===== src/rtl/uart_tx_queue.sv =====
// Transmit byte queue ahead of the UART transmitter: a circular FIFO plus a launch FSM that
// holds tx_start across at least one baud tick, then waits for the frame to complete.
module uart_tx_queue #(
    parameter int unsigned DATA_BITS  = 8,
    parameter int unsigned DEPTH_LOG2 = 4
) (
    input  logic                 clk,
    input  logic                 reset,
    input  logic [31:0]          ticks_per_bit,
    input  logic                 wr_en,
    input  logic [DATA_BITS-1:0] wr_data,
    input  logic                 tx_done,
    output logic                 tx_start,
    output logic [DATA_BITS-1:0] tx_data_in,
    output logic                 full,
    output logic                 empty,
    output logic [DEPTH_LOG2:0]  count,
    output logic                 overflow,
    output logic                 busy
);

    localparam int unsigned Depth = 1 << DEPTH_LOG2;
    localparam logic [DEPTH_LOG2:0] DepthCount = Depth[DEPTH_LOG2:0];
    localparam logic [DEPTH_LOG2:0] CountOne = (DEPTH_LOG2 + 1)'(1);
    localparam logic [DEPTH_LOG2-1:0] PtrOne = (DEPTH_LOG2)'(1);

    typedef enum logic [1:0] {
        StIdle,
        StStart,
        StWait
    } state_e;

    state_e                  state_q, state_d;
    logic [31:0]             hold_cnt_q, hold_cnt_d;
    logic                    tx_start_q, tx_start_d;
    logic [DATA_BITS-1:0]    tx_data_q, tx_data_d;
    logic [DATA_BITS-1:0]    mem_q [Depth];
    logic [DEPTH_LOG2-1:0]   wr_ptr_q, wr_ptr_d;
    logic [DEPTH_LOG2-1:0]   rd_ptr_q, rd_ptr_d;
    logic [DEPTH_LOG2:0]     count_q, count_d;
    logic                    overflow_q, overflow_d;
    logic                    tx_done_q;

    logic        pop;
    logic        push;
    logic        done_rise;
    logic [31:0] hold_target;

    assign hold_target = (ticks_per_bit == 32'd0) ? 32'd1 : ticks_per_bit;
    assign done_rise   = tx_done & ~tx_done_q;
    assign pop         = (state_q == StIdle) && (count_q != '0);
    // A full queue still takes a word when the launcher frees a slot in the same cycle.
    assign push        = wr_en && ((count_q != DepthCount) || pop);

    // FSM state register
    always_ff @(posedge clk) begin
        if (!reset) begin
            state_q    <= StIdle;
            hold_cnt_q <= '0;
            tx_start_q <= 1'b0;
            tx_data_q  <= '0;
        end else begin
            state_q    <= state_d;
            hold_cnt_q <= hold_cnt_d;
            tx_start_q <= tx_start_d;
            tx_data_q  <= tx_data_d;
        end
    end

    // FSM next-state
    always_comb begin
        state_d    = state_q;
        hold_cnt_d = hold_cnt_q;
        unique case (state_q)
            StIdle: begin
                if (pop) begin
                    state_d    = StStart;
                    hold_cnt_d = '0;
                end
            end
            StStart: begin
                if (hold_cnt_q == hold_target) begin
                    state_d = StWait;
                end else begin
                    hold_cnt_d = hold_cnt_q + 32'd1;
                end
            end
            StWait: begin
                // Edges seen while still in StStart are deliberately forgotten.
                if (done_rise) begin
                    state_d = StIdle;
                end
            end
            default: state_d = StIdle;
        endcase
    end

    // FSM outputs, registered so tx_start/tx_data_in come straight from flops
    always_comb begin
        tx_start_d = (state_d == StStart);
        tx_data_d  = pop ? mem_q[rd_ptr_q] : tx_data_q;
    end

    // FIFO bookkeeping
    always_comb begin
        wr_ptr_d   = push ? wr_ptr_q + PtrOne : wr_ptr_q;
        rd_ptr_d   = pop ? rd_ptr_q + PtrOne : rd_ptr_q;
        overflow_d = overflow_q | (wr_en & ~push);
        unique case ({push, pop})
            2'b10:   count_d = count_q + CountOne;
            2'b01:   count_d = count_q - CountOne;
            default: count_d = count_q;
        endcase
    end

    always_ff @(posedge clk) begin
        if (!reset) begin
            wr_ptr_q   <= '0;
            rd_ptr_q   <= '0;
            count_q    <= '0;
            overflow_q <= 1'b0;
            tx_done_q  <= 1'b1;
        end else begin
            wr_ptr_q   <= wr_ptr_d;
            rd_ptr_q   <= rd_ptr_d;
            count_q    <= count_d;
            overflow_q <= overflow_d;
            tx_done_q  <= tx_done;
        end
    end

    always_ff @(posedge clk) begin
        if (reset && push) begin
            mem_q[wr_ptr_q] <= wr_data;
        end
    end

    assign tx_start   = tx_start_q;
    assign tx_data_in = tx_data_q;
    assign count      = count_q;
    assign overflow   = overflow_q;
    assign full       = (count_q == DepthCount);
    assign empty      = (count_q == '0);
    assign busy       = (state_q != StIdle);

endmodule

===== config.mk =====
export PLATFORM = sky130hd
export DESIGN_NAME = uart_tx_queue
export DESIGN_NICKNAME = d
export VERILOG_FILES = /design/src/rtl/uart_tx_queue.sv
export SDC_FILE = /design/constraint.sdc
export NUM_CORES = 1
export LEC_CHECK = 0
export BUFFER_PORTS_ARGS = -buffer_cell sky130_fd_sc_hd__buf_4
export CAP_MARGIN = 10
export CELL_PAD_IN_SITES_DETAIL_PLACEMENT = 1
export CELL_PAD_IN_SITES_GLOBAL_PLACEMENT = 1
export CORE_MARGIN = 2
export CORE_UTILIZATION = 35
export DETAILED_ROUTE_END_ITERATION = 10
export HOLD_SLACK_MARGIN = 0.03
export PLACE_DENSITY = 0.64
export SYNTH_ARGS = -nofsm -noshare
export SYNTH_HDL_FRONTEND = slang
export SYNTH_SLANG_ARGS = --single-unit

===== constraint.sdc =====
create_clock -name clk -period 5.5 [get_ports clk]
set_input_delay 1.1 -clock clk [delete_from_list [all_inputs] [get_ports clk]]
set_output_delay 1.1 -clock clk [all_outputs]
set_load 0.02 [all_outputs]

# ---- After elaboration in Yosys (flattened, before gate mapping)
# Memories as Yosys holds them, arrays and structs flattened. A register that Yosys moved wholly into a read port is not among the register bits.
# Index checks and enable logic that the tools add are counted.
dict set report word_totals {
  reg_bits 50
  latch_bits 0
  ram_bits 128
  rom_bits 0
  in_bits 44
  out_inout_bits 18
  elab_cells 53
  n_memories 1
}
dict set report op_classes {
  addsub 5
  mul 0
  n_div 0
  order_cmp 0
  n_eq_ne 10
  n_shift 0
  mux 11
  bitwise 5
  reduce_logical 13
}
# memory words width read_ports rd_ports_with_merged_regs write_ports line
set memory_table {}
lappend memory_table {mem_q 16 8 1 1 1 37} ;# logic [DATA_BITS-1:0] mem_q [Depth];
# operator n
set op_table {}
lappend op_table {{two-way mux 32 bit} 3}
lappend op_table {{one-hot mux 32 bit (2 select lines)} 1}
lappend op_table {{adder 32 x 1 -> 32 bit (second input constant)} 1}
lappend op_table {{equality test 32 bit} 1}
lappend op_table {{logical NOT 32 bit} 1}
lappend op_table {{one-hot mux 5 bit (2 select lines)} 1}
lappend op_table {{adder 4 x 1 -> 4 bit (second input constant)} 2}
lappend op_table {{equality test 2 x 1 -> 1 bit (second input constant)} 3}
lappend op_table {{two-way mux 2 bit} 3}
lappend op_table {{one-hot mux 2 bit (3 select lines)} 1}
lappend op_table {{nonzero test 2 bit} 3}
lappend op_table {{adder 5 x 1 -> 5 bit (second input constant)} 1}
lappend op_table {{equality test 5 bit (second input constant)} 1}
lappend op_table {{logical NOT 5 bit} 1}
lappend op_table {{inequality test 5 bit (second input constant)} 1}
lappend op_table {{nonzero test 5 bit} 1}
lappend op_table {{subtractor 5 x 1 -> 5 bit (second input constant)} 1}
lappend op_table {{equality test 2 bit (second input constant)} 2}
lappend op_table {{inequality test 2 bit (second input constant)} 2}
lappend op_table {{logical AND 1 bit} 3}
lappend op_table {{AND reduction 3 bit} 1}
lappend op_table {{AND 1 bit} 2}
lappend op_table {{logical NOT 2 bit} 1}
lappend op_table {{two-way mux 1 bit} 2}
lappend op_table {{4 further kinds} 5}

# ---- Longest topological paths before layout
dict set report logic_depth {
  depth_word 7
  depth_mapped 11
  depth_no_buf 11
}

# ---- Least setup slack after synthesis
# OpenSTA, ideal clock, no wires.
dict set report synth_timing {
  path_type {reg2reg}
  start {register count_q[0], in the netlist count[0]}
  end {register count_q[4], in the netlist count[4]}
  setup_time_ns 0.059
  arrival_ns 2.847
  required_time_ns 5.441
  path_slack_ns 2.594
  path_stages_with_launch 12
  path_buffers 0
  synth_period_minus_slack_ns 2.906
  cell_sequence {dfxtp_1 > or4_1 > o21ai_1 > or2_2 > inv_1 > ha_1 > a21o_1 > a21oi_1 > nand2_1 > o32a_1 > o221ai_1 > and2_1}
}
dict set report synth_via {
  elab_chain_len 6
  elab_cells_between_ends 11
  classes_between {add/sub: 2; eq/ne: 3; mux: 1; reduce/logical: 5}
}
# item line
set synth_rtl {}
lappend synth_rtl {{from (decl)} 40} ;# logic [DEPTH_LOG2:0] count_q, count_d;
lappend synth_rtl {{from (signal assigned)} 126} ;# count_q <= count_d;
lappend synth_rtl {{nonzero test 5 bit} 51} ;# assign pop = (state_q == StIdle) && (count_q != '0);
lappend synth_rtl {{logical AND 1 bit} 51}
lappend synth_rtl {{logical OR 1 bit} 53} ;# assign push = wr_en && ((count_q != DepthCount) || pop);
lappend synth_rtl {{logical AND 1 bit} 53}
lappend synth_rtl {{equality test 2 x 1 -> 1 bit or equality test 2 bit (tied branches)} 109} ;# unique case ({push, pop})
lappend synth_rtl {{one-hot mux 5 bit (2 select lines) or nonzero test 2 bit (tied branches)} n/a}
# Several ways; a longest one is shown, not always the timed one.
# A chain may end at the register's enable or synchronous reset.

# ---- Final worst setup path
# Ends and elaborated chain as after synthesis.

==> impl_results.md <==
- Post-Synth XOR/XNOR Area: 0.04476
- Unique cell type count in the Yosys netlist: about 50
- Clock Path Buffers: 2
- Crit path time final: approximately 3.0 ns
- P&R area growth vs syn: 16.43%
- Vias in the first global route: approximately 5.4k
- Critical Path RT: ~5.9 ns
- Final Skew: roughly 0.011 ns
- Overall die width: 157.2 um
- Cells after Synth: between 500 and 600
- RSZ-0062 raised after global routing: no
- R2r setup slk: between 2 and 3 ns
- Worst-path clk slew: 0.08 ns
- Placed Instance Area: about 9000 um2
- Simple-gate area share of the yosys netlist: 0.1268
- Critical-path cell list: or4_1 > o21ai_1 > or2_2 > inv_1 > ha_1 > a21o_1 > a21oi_1 > nand2_1 > o32a_1 > o221ai_1 > and2_1
- Kind of critical path: reg -> reg
- FP Rows: 56
- Power per standard cell area: 393.9 nW/um2
- Gp weighted congestion: approximately 0.8
- Post-synth EDFFs: ~130
- Maximum clock rate: ~340 MHz
- Flops & latches, synth: between 150 and 200
- Number of CTS-inserted buffers: 17
- CP max-delay cell: or4_1
- Async SR Flop Fraction: 0
- All-Layer GR Usage: 0.1638
- Drt first pass iters: 6
- Die Height: 157.2 um
- Post-Synth Adder-Cell Area: 0.01614
- Proportion of synthesized area in mux cells: 0.1169
- Starting Density: 0.3533
- Final worst path period share: 0.5404
- Sequential-to-total area share from yosys stat: 0.6089
- Critical Path AT: roughly 3.4 ns
- Hold Path Class: reg -> reg
- Max-Slew Margin vs Limit: 0.3519
- Synthesized cell area: a little over 8000 um2
- Core Area: 23260 um2
- Final net count: slightly above 700
- Setup TNS: 0 ns
- Detailed-placement wirelength estimate: roughly 14000 um
- Hold_buf cts: 0
- WHS: 0.4695 ns
- Layout cells sized above 1: 0.2189
- First-pass GRT wire length: about 31000 um
- Grt ovf: 0
- Worst path max stage delay: approximately 0.62 ns
- Setup violators final: 0
- Port Buffers: 61
- Initial antenna violation count: 0
- Maximum Capacitance Violations: 0
- Total power draw: around 0.0038 W
- YS warnings: 0
- Clock root buffer master: clkbuf_16
- Final instance area: 9569 um2
- Post-synthesis compound-gate area fraction: 0.06135
- DRT iter0 DRCs: 298
- Post-CTS setup buffers: 0
- Io pins: 62
- Leakage power: ~3.1 nW
- Routed WL: around 19000 um
- CTS tree: yes
- Sink Count: roughly 190
- Actual slew at the worst max-slew pin: between 0.9 and 1 ns
- VDD IR max: around 0.20 mV
- Htree depth: 4
- Final antenna-violating net count: 0
- Post-CTS resize count: 0
- WL per Instance: about 19 um
- Critical-path maximum fanout: 5
- Syn_area_per_cell: roughly 14 um2
- Pin count of the biggest net entering global routing: between 50 and 60
- DIE AREA: around 25000 um2
- Main combinational cell family by area after synthesis: simple AND/OR/NAND/NOR gates
- Vias per Instance: approximately 5.2
- Endpoint type of the worst setup path: flop
- Main synth FF type: edfxtp_1
- Routed vias: slightly above 5k
- Status: finished, final reports clean
- DRC viols: 0
- Fin. Hold Viols: 0
- Max Slew Vio Count: 0
- Clk Latency, worst-skew pair: 0.43 ns
- Fillers: around 2.4k
- Syn nets: 653
- Crit start category: flop
placed cells by master, fill, tap and decap left out, types with 16 or more instances in the layout:
master and instances:
nand2_1 48, mux4_2 40, or4_1 20, nor4_1 16, clkbuf_16 17, nor2_1 29
inv_1 17, xor2_1 20, nand4_1 18, xnor2_1 22, buf_4 65, dfxtp_1 57
edfxtp_1 128, a21oi_1 25
per-layer routing:
metal	global-route usage	share of wire
met1	0.2094	0.45
met2	0.2863	0.51
met3	0.03221	0.031
met4	0.03983	0.0088
met5	0	0
power by group:
group          switching, W  internal, W  total, W
sequential        0.0000584      0.00156   0.00162
combinational      0.000518     0.000393  0.000911
clock              0.000585     0.000652   0.00124
total               0.00116      0.00261   0.00377
worst paths after layout:
path	endpoint	startpoint	depth (start not counted)
min	tx_data_in[6]	tx_data_in[6]	2
max reg2reg	count[4]	count[0]	11
max	count[4]	count[0]	11
min reg2reg	tx_data_in[6]	tx_data_in[6]	2
final cells by class:
| type | instances | area [um2] | area share |
|---|---|---|---|
| flip-flops and latches | 186 | 5006 | 0.5231 |
| multi-input cells | 367 | 3008 | 0.3143 |
| repair buffers | 65 | 488.0 | 0.05099 |
| clock buffers | 17 | 425.4 | 0.04446 |
| well taps | 319 | 399.1 | 0.04171 |
| clock inverters | 15 | 176.4 | 0.01844 |
| inverters | 17 | 63.81 | 0.006668 |
| diodes | 1 | 2.502 | 0.0002615 |
synthesized netlist by cell type (3+ instances only):
library cell	number	share of area
buf_4	4	0.0037
nand2_1	48	0.022
nor4_1	16	0.012
o211ai_1	3	0.0027
mux2i_1	6	0.0073
mux4_2	40	0.11
xor2_1	20	0.021
nor2b_1	4	0.0030
a21o_1	4	0.0037
nand2b_1	6	0.0046
buf_2	3	0.0018
dfxtp_1	58	0.14
or4_1	20	0.018
nand3_1	12	0.0073
a21boi_0	10	0.0091
clkbuf_1	18	0.0082
o31ai_1	14	0.013
nor2_1	29	0.013
and3_1	4	0.0030
and2_1	12	0.0091
inv_1	17	0.0078
or3_1	9	0.0068
o21ai_0	8	0.0049
edfxtp_1	128	0.47
xnor2_1	22	0.023
nand4_1	18	0.014
a21oi_1	25	0.015
ha_1	9	0.014
or2_2	3	0.0023
kinds of logic (layout without fill, tap and decap cells):
| logic type | after synthesis | after routing |
|---|---|---|
| fa+ha+maj | 10 | 10 |
| other cells | 0 | 1 |
| compound gates | 77 | 77 |
| simple gates | 192 | 192 |
| flops | 186 | 186 |
| buf+inv | 46 | 114 |
| xor+xnor | 42 | 42 |
| mux | 46 | 46 |
critical path, delay by kind of cell, from the launching register on:
family	cells	cell delay [ns]
fa+ha+maj	1	0.33
buf+inv	1	0.08
compound gates	5	1.09
flops	1	0.36
simple gates	4	1.05
flip-flops by register name, indices dropped and copies added, names as in the netlist:
signal      count
wr_ptr_q        4
overflow        1
tx_data_in      8
state_q         2
rd_ptr_q        4
hold_cnt_q     32
mem_q         128
tx_done_q       1
count           5
tx_start        1
through the flow:
stage	setup WS (ns)	utilization	cells
2_1_floorplan	2.594	-	599
3_3_place_gp	2.195	0.3854	954
3_5_place_dp	2.136	0.3854	954
4_1_cts	2.506	0.4113	986
5_1_grt	2.245	0.4113	986
6_report	2.528	0.4114	987
Power figures use the tool's default switching activity.
